$ cat src/rtl/sao_pkg.sv
// Shared types and helpers for the SAO LCU scheduler.
package sao_pkg;

  localparam int unsigned FRAME_LOG2 = 7;

  typedef enum logic [1:0] {
    LCU_16      = 2'd0,
    LCU_32      = 2'd1,
    LCU_64      = 2'd2,
    LCU_ILLEGAL = 2'd3
  } lcu_size_e;

  typedef enum logic [2:0] {
    S_IDLE,
    S_PARAM,
    S_WAIT_RDY,
    S_STREAM,
    S_WAIT_ACK,
    S_WAIT_PROC,
    S_DONE
  } state_e;

  // par_data field positions
  localparam int unsigned PAR_TYPE_LSB = 22;
  localparam int unsigned PAR_BAND_LSB = 17;
  localparam int unsigned PAR_EO_BIT   = 16;
  localparam int unsigned PAR_OFF_LSB  = 0;

  // log2 of the LCU edge length
  function automatic logic [2:0] lcu_log2(input logic [1:0] size);
    case (size)
      2'd0:    return 3'd4;
      2'd1:    return 3'd5;
      default: return 3'd6;
    endcase
  endfunction

  // highest LCU index per axis (grid size minus one)
  function automatic logic [2:0] grid_last(input logic [1:0] size);
    case (size)
      2'd0:    return 3'd7;
      2'd1:    return 3'd3;
      default: return 3'd1;
    endcase
  endfunction

endpackage

$ cat src/rtl/sao_lcu_addr_gen.sv
// Combinational frame-buffer address for pixel p of LCU (lcu_x, lcu_y).
module sao_lcu_addr_gen
  import sao_pkg::*;
#(
  parameter int unsigned AW    = 14,
  parameter int unsigned LOG2W = FRAME_LOG2
) (
  input  logic [2:0]    lcu_x,
  input  logic [2:0]    lcu_y,
  input  logic [11:0]   p,
  input  logic [1:0]    size,
  output logic [AW-1:0] fb_addr
);

  logic [2:0]  l2;
  logic [11:0] px;
  logic [11:0] py;

  // split p into row/column inside the LCU and form the raster address
  always_comb begin
    l2      = lcu_log2(size);
    py      = p >> l2;
    px      = p & ~(12'hFFF << l2);
    fb_addr = (AW'(lcu_y) << (LOG2W + 32'(l2)))
            + (AW'(lcu_x) << l2)
            + (AW'(py) << LOG2W)
            + AW'(px);
  end

endmodule

$ cat src/rtl/sao_lcu_sched.sv
// Frame-level SAO scheduler: walks LCUs in raster order, takes one parameter
// set per LCU, streams its pixels into the engine and tracks engine status.
module sao_lcu_sched
  import sao_pkg::*;
#(
  parameter int unsigned FRAME_W = 128,
  parameter int unsigned AW      = 14
) (
  input  logic          clk,
  input  logic          reset,
  input  logic          start,
  input  logic [1:0]    cfg_lcu_size,
  input  logic          par_valid,
  input  logic [23:0]   par_data,
  output logic          par_ready,
  output logic          fb_ren,
  output logic [AW-1:0] fb_addr,
  input  logic [7:0]    fb_q,
  output logic          sao_in_en,
  output logic [7:0]    sao_din,
  output logic [1:0]    sao_type,
  output logic [4:0]    sao_band_pos,
  output logic          sao_eo_class,
  output logic [15:0]   sao_offset,
  output logic [2:0]    sao_lcu_x,
  output logic [2:0]    sao_lcu_y,
  output logic [1:0]    sao_lcu_size,
  input  logic          sao_busy,
  input  logic          sao_finish,
  output logic          frame_busy,
  output logic          done,
  output logic          err
);

  state_e        state, state_nx;
  logic [1:0]    size_q;
  logic [2:0]    lcu_x, lcu_y;
  logic [11:0]   p;
  logic [11:0]   p_last;
  logic [2:0]    l2;
  logic          last_lcu;
  logic          size_ok;
  logic [AW-1:0] addr;

  sao_lcu_addr_gen #(
    .AW    (AW),
    .LOG2W ($clog2(FRAME_W))
  ) u_addr (
    .lcu_x   (lcu_x),
    .lcu_y   (lcu_y),
    .p       (p),
    .size    (size_q),
    .fb_addr (addr)
  );

  // per-frame geometry derived from the latched LCU size
  always_comb begin
    l2       = lcu_log2(size_q);
    p_last   = ~(12'hFFF << {l2, 1'b0});
    last_lcu = (lcu_x == grid_last(size_q)) && (lcu_y == grid_last(size_q));
    size_ok  = (cfg_lcu_size != LCU_ILLEGAL);
  end

  // state register
  always_ff @(posedge clk or posedge reset) begin
    if (reset) state <= S_IDLE;
    else       state <= state_nx;
  end

  // next-state and state-decoded outputs
  always_comb begin
    state_nx   = state;
    par_ready  = 1'b0;
    fb_ren     = 1'b0;
    done       = 1'b0;
    frame_busy = 1'b1;
    case (state)
      S_IDLE: begin
        frame_busy = 1'b0;
        if (start && size_ok) state_nx = S_PARAM;
      end
      S_PARAM: begin
        par_ready = 1'b1;
        if (par_valid) state_nx = S_WAIT_RDY;
      end
      S_WAIT_RDY: if (!sao_busy) state_nx = S_STREAM;
      S_STREAM: begin
        fb_ren = 1'b1;
        if (p == p_last) state_nx = S_WAIT_ACK;
      end
      S_WAIT_ACK: if (sao_busy) state_nx = S_WAIT_PROC;
      S_WAIT_PROC: begin
        // the last LCU waits for the engine's frame finish, not busy release
        if (last_lcu) begin
          if (sao_finish) state_nx = S_DONE;
        end else if (!sao_busy) begin
          state_nx = S_PARAM;
        end
      end
      S_DONE: begin
        done       = 1'b1;
        frame_busy = 1'b0;
        state_nx   = S_IDLE;
      end
      default: state_nx = S_IDLE;
    endcase
    fb_addr = fb_ren ? addr : '0;
    sao_din = sao_in_en ? fb_q : '0;
  end

  // LCU position, pixel counter, context registers and pulse outputs
  always_ff @(posedge clk or posedge reset) begin
    if (reset) begin
      size_q       <= '0;
      lcu_x        <= '0;
      lcu_y        <= '0;
      p            <= '0;
      sao_in_en    <= 1'b0;
      err          <= 1'b0;
      sao_type     <= '0;
      sao_band_pos <= '0;
      sao_eo_class <= 1'b0;
      sao_offset   <= '0;
      sao_lcu_x    <= '0;
      sao_lcu_y    <= '0;
      sao_lcu_size <= '0;
    end else begin
      err       <= (state == S_IDLE) && start && !size_ok;
      sao_in_en <= (state == S_STREAM);
      case (state)
        S_IDLE: begin
          if (start && size_ok) begin
            size_q <= cfg_lcu_size;
            lcu_x  <= '0;
            lcu_y  <= '0;
          end
        end
        S_PARAM: begin
          if (par_valid) begin
            sao_type     <= par_data[PAR_TYPE_LSB +: 2];
            sao_band_pos <= par_data[PAR_BAND_LSB +: 5];
            sao_eo_class <= par_data[PAR_EO_BIT];
            sao_offset   <= par_data[PAR_OFF_LSB +: 16];
            sao_lcu_x    <= lcu_x;
            sao_lcu_y    <= lcu_y;
            sao_lcu_size <= size_q;
          end
        end
        S_STREAM: p <= (p == p_last) ? '0 : p + 12'd1;
        S_WAIT_PROC: begin
          if (!last_lcu && !sao_busy) begin
            if (lcu_x == grid_last(size_q)) begin
              lcu_x <= '0;
              lcu_y <= lcu_y + 3'd1;
            end else begin
              lcu_x <= lcu_x + 3'd1;
            end
          end
        end
        default: ;
      endcase
    end
  end

endmodule

$ cat config.mk
export PLATFORM = sky130hd
export DESIGN_NAME = sao_lcu_sched
export DESIGN_NICKNAME = d
export VERILOG_FILES = /design/src/rtl/sao_pkg.sv /design/src/rtl/sao_lcu_addr_gen.sv /design/src/rtl/sao_lcu_sched.sv
export SDC_FILE = /design/constraint.sdc
export NUM_CORES = 1
export LEC_CHECK = 0
export ABC_AREA = 1
export BUFFER_PORTS_ARGS = -buffer_cell sky130_fd_sc_hd__buf_4
export CORE_UTILIZATION = 40
export CTS_CLUSTER_DIAMETER = 30
export DETAILED_ROUTE_END_ITERATION = 16
export GPL_TIMING_DRIVEN = 0
export PLACE_DENSITY = 0.74
export SETUP_SLACK_MARGIN = 0.3
export SYNTH_ARGS = -nofsm -noshare
export SYNTH_HDL_FRONTEND = slang
export SYNTH_SLANG_ARGS = --single-unit
$ cat constraint.sdc
create_clock -name clk -period 3.87 [get_ports clk]
set_input_delay 0 -clock clk [delete_from_list [all_inputs] [get_ports clk]]
set_output_delay 0 -clock clk [all_outputs]
set_load 0.005 [all_outputs]
[After elaboration in Yosys (flattened, before gate mapping)]
Cells that the tools add are included.
Word-level totals
  register bits: 57
  latch bits: 0
  memory bits (writable): 0
  memory bits (read-only): 0
  output and inout port bits: 60
  word-level logic and storage cells: 94
  memories kept: 0
Cells by class
  $add $sub $neg: 7
  $mul: 0
  div/mod/pow operators: 0
  magnitude comparators: 0
  equality and inequality tests: 21
  shift operators: 5
  muxes and demuxes: 27
  bitwise operators: 3
  reduce and logical (&&, ||, !) cells: 17
Operators by type and width (count)
  $mux W3: 15
  $shl A3 B32 Y14: 1
  $add A14 B14 Y14: 2
  $not A12 Y12: 2
  $pmux W3 S2: 3
  $pmux W3 S6: 1
  $ne A2 B2 Y1 const B: 8
  $add A14 B12 Y14: 1
  $mux W14: 1
  $shl A3 B3 Y14: 1
  $add A12 B1 Y12 const B: 1
  $and A12 B12 Y12: 1
  $eq A12 B12 Y1: 1
  $mux W12: 1
  $shl A12 B3 Y12 const A: 1
  $shl A12 B4 Y12 const A: 1
  $shr A12 B3 Y7: 1
  $eq A3 B3 Y1: 3
  $eq A3 B3 Y1 const B: 3
  $mux W8: 1
  $reduce_and A7 Y1: 1
  $add A3 B1 Y3 const B: 2
  $eq A3 B2 Y1 const B: 2
  $ne A3 B3 Y1 const B: 2
  other kinds (14): 24

[Depth between registers and ports, before layout]
  depth in word-level cells: 12
  mapped depth: 16
  gate-level depth less buffers: 15

[Hierarchy]
From an unflattened synthesis, not the netlist that was laid out.
Unflattened totals
  cells, all modules: 447
  area, all modules: 3662.3 um^2
By module, submodules not included
  sao_lcu_sched: times used 1, cells an instance 318, area an instance 2846.5 um^2
  sao_lcu_addr_gen: times used 1, cells an instance 129, area an instance 815.8 um^2

[Least setup slack after synthesis]
No wires, ideal clock.
  path type: register -> output
  start: register size_q[1]
  end: output fb_addr[12]
  arrival: 2673 ps
  data required time: 3870 ps
  path slack: 1197 ps
  stages on the path, launching flop included: 17
  path buffers: 1
  cell sequence: dfrtp_1 -> buf_6 -> nor2_4 -> nand2_1 -> o21ai_0 -> a21oi_1 -> ha_1 -> ha_1 -> ha_1 -> fa_1 -> nand3_1 -> nand3_1 -> nand2_1 -> nand2_1 -> a21oi_1 -> xor2_1 -> nor2_1
Between the ends
  cells in the longest elaborated chain, start to end: 8
  elaborated cells on any way between the ends: 14
RTL lines
  from (decl): RTL line sao_lcu_sched.sv:36  | logic [1:0] size_q;
  from (signal assigned): RTL line sao_lcu_sched.sv:133  | size_q <= cfg_lcu_size;
  $eq A2 B1 Y1 or $logic_not A2 Y1 (tied branches): RTL line sao_pkg.sv:31  | case (size)
  $pmux W2 S2 (*): RTL line sao_pkg.sv:31
  $add A3 B3 Y4: RTL line sao_lcu_addr_gen.sv:24  | fb_addr = (AW'(lcu_y) << (LOG2W + 32'(l2)))
  $shl A3 B32 Y14: RTL line sao_lcu_addr_gen.sv:24
  $add A14 B14 Y14: RTL line sao_lcu_addr_gen.sv:25  | + (AW'(lcu_x) << l2)
  $add A14 B14 Y14: RTL line sao_lcu_addr_gen.sv:26  | + (AW'(py) << LOG2W)
  $add A14 B12 Y14 (*): RTL line sao_lcu_addr_gen.sv:27  | + AW'(px);
  $mux W14 (*): RTL line sao_lcu_sched.sv:107  | fb_addr = fb_ren ? addr : '0;
  to (decl): RTL line sao_lcu_sched.sv:17  | output logic [AW-1:0] fb_addr,
Mark *: on every way between the ends. The rest lies on a longest branch, timed or not.

[Final worst setup path]
  start: register size_q[1]
  end: output fb_addr[11]
Same word-level chain as after synthesis.

==> results by group <==
STA
  • Worst hold margin: between 70 and 80 ps
  • Setup repair after global routing missed its margin: false
  • Total Negative Setup Slacks: 0 ps
  • Setup clock skew after layout: a little over 9 ps
  • Final Cycle Share: 0.852
  • Maximum operating frequency: slightly above 0.3 GHz
  • Final count of hold timing violations: 0
  • Final period demand of the worst path: ~3300 ps
  • Count of endpoints failing setup in the final report: 0
  • Final count of pins violating max slew: 0

Setup path
  • Arrival time of data at the critical path endpoint: 3300 ps
  • Kind of end point of the critical path: output pin
  • CP Data Required Time: around 3900 ps
  • Type of origin of the critical path: register
  • Type of the worst setup path: reg2out
  • Largest fanout on the critical path: 10
  • Setup slack, reg-to-reg: 2150 ps

Synthesis
  • Post-synthesis average cell area: a little under 9 um2
  • Post-synthesis instance total: approximately 420
  • Part of the Yosys area used for sequential elements: 0.396
  • Yosys warns: 0
  • Netlist area before placement: 3600 um2
  • Number of synthesized register bits: 57
  • Library cells used by synthesis: 37

Placement
  • Gpl congestion: between 0.8 and 0.9
  • HPWL Detailed: 6470 um
  • IO buf count: 99
  • DP Cell Count: about 630

Hold path
  • Worst hold-check path type: in2reg

Finish
  • Most common cell after layout, fill and taps aside: buf_4
  • Most used cells in the layout excluding fill and tap cells: 102 x buf_4, 75 x nand2_1, 57 x dfrtp_1, 40 x inv_1, 33 x nor2_1
  • Antenna diode count: 0
  • Storage element area: roughly 1400 um2
  • Filler-free cell count of the finished design: about 680
  • Fraction of layout instances using a drive strength above 1: 0.314
  • Number of nets at the end of the flow: 632
  • Combined area of the multi-input logic cells: ~2000 um2
  • Filler cell count in the final layout: between 700 and 800
  • Relative area change from synthesis to final layout: 40.5%

Floorplanning
  • Count of boundary I/O pins: 100
  • Core region area: 8720 um2
  • # rows: 34
  • Width of the die: roughly 97 um
  • Overall die height: 96.8 um
  • Area of the die: around 9400 um2
  • Starting density of the core: 0.413

Route
  • Via/cell ratio: between 4 and 5
  • ANT nets after route: 0
  • First drt pass iteration count: 4
  • Wire length per cell: 13.1 um
  • Routed wire length: 8880 um
  • Overall via count from detail_route: 3305
  • DRC marker count from the first detailed-route iteration: 78
  • Number of design rule violations left after detail routing: 0

GRT
  • Aggregate global-route resource usage: 0.202
  • Largest net degree at the start of global routing: 43
  • Number of antenna violations at the first check in global routing: 0
  • Via count of the first global-routing pass: 3246
  • Wire length of the first global-routing pass: roughly 15000 um
  • Total grt overflow: 0

Clock network
  • Root buf cell: clkbuf_8
  • TritonCTS clock tree: done
  • Clock transition at path regs: 70 ps
  • H-Tree Level Count: 3
  • Number of buffers added by the clock tree synthesis step: 9
  • Later-pin clock latency in the skew report: between 300 and 400 ps
  • Clk sink count: 57
  • Buffer depth of the longest clock path: 2

Pwr
  • Power per unit of standard cell area: between 600 and 700 nW/um2
  • Leakage dissipation: about 2.6 nW
  • Worst voltage drop across the vdd grid: 0.227 mV
  • Total chip power: between 0.003 and 0.004 W

Run status
  • Outcome: finished clean

Run
  • Maximum Capacitance Violations: 0
layout make-up:
type,instances,area share
buffer,10,0.0119
clock buffer,10,0.0252
clock inverter,6,0.0163
inverter,52,0.0391
multi-input combinational,302,0.384
sequential,57,0.282
tap,108,0.0267
timing repair buffer,133,0.215
per-stage QoR:
step	area [um2]	setup slack, ps	utilization
floorplan	3620	1200	-
global placement	4500	810	0.515
detailed placement	4520	736	0.518
CTS	5030	357	0.576
global route	5060	307	0.580
finish	5060	571	0.580
critical path, cell delays in order, from the launching register on:
cell     delay (ps)
dfrtp_1         370
buf_6           150
inv_4            80
buf_6           150
nand2_4         100
a21oi_1         200
fa_1            450
ha_1            310
ha_1            330
nand3_1         100
nand2_1         100
nand2_1          70
nand2_1          50
a21oi_1         150
xor2_1          160
nor2_1           50
buf_4           130
sequential cells by signal, indices dropped and copies added (netlist names):
signal        flops
sao_in_en         1
p                12
sao_eo_class      1
sao_offset       16
size_q            2
sao_lcu_x         3
sao_type          2
lcu_x             3
state             3
sao_band_pos      5
sao_lcu_y         3
sao_lcu_size      2
lcu_y             3
err               1
cells in the mapped netlist, drive strengths merged:
master | count | share of area
xnor2 | 1 | 0.0024
nand3 | 22 | 0.035
mux2 | 24 | 0.075
nand2 | 95 | 0.12
fa | 3 | 0.017
a21oi | 22 | 0.031
buf | 8 | 0.015
a31oi | 1 | 0.0017
a211oi | 1 | 0.0021
o221ai | 1 | 0.0024
o22ai | 4 | 0.0070
nor2 | 45 | 0.061
o211ai | 1 | 0.0021
nor4 | 2 | 0.0035
clkbuf | 2 | 0.0021
xor2 | 9 | 0.022
dfrtp | 57 | 0.40
o21ai | 27 | 0.039
conb | 1 | 0.0010
ha | 24 | 0.083
inv | 52 | 0.055
nand3b | 3 | 0.0063
nand4 | 3 | 0.0052
a22oi | 3 | 0.0063
nor3 | 5 | 0.013
worst paths after layout:
kind | cells past startpoint | end | from
max | 16 | fb_addr[11] | size_q[1]
min | 5 | state[2] | sao_finish
max reg2reg | 12 | state[1] | size_q[1]
min reg2reg | 1 | sao_offset[12] | sao_offset[12]
max in group asynchronous | 4 | lcu_y[0] | reset
min in group asynchronous | 3 | state[0] | reset
power breakdown:
group          internal (W)  switching [W]  total (W)
Clock              0.000359       0.000242   0.000601
Sequential         0.000815       0.000151   0.000966
Combinational      0.000714       0.000764    0.00148
routing by layer:
metal | up-vias | share of wire | global-route usage
met5 | - | 0 | 0
met4 | 0 | 0.020 | 0.0827
met3 | 16 | 0.044 | 0.0376
met2 | 103 | 0.47 | 0.333
met1 | 1532 | 0.46 | 0.261
li1 | 1654 | - | -
cell families (layout without fill, tap and decap cells):
group,Yosys count,after routing,synth area share
xor+xnor,10,10,0.0243
mux,24,24,0.0751
flops,57,57,0.396
fa+ha+maj,27,27,0.100
compound gates,60,60,0.0908
other cells,1,6,0.00104
simple gates,175,175,0.241
buf+inv,62,211,0.0716
what timing repair did:
action / CTS / global route
endpoints found under the setup margin: 0 / 1
setup buffers: 0 / 3
hold endpoints to repair: 45 / 0
resized for setup: 0 / 5
hold buffers: 30 / 0
No activity file was read; power rests on OpenSTA's default activity.
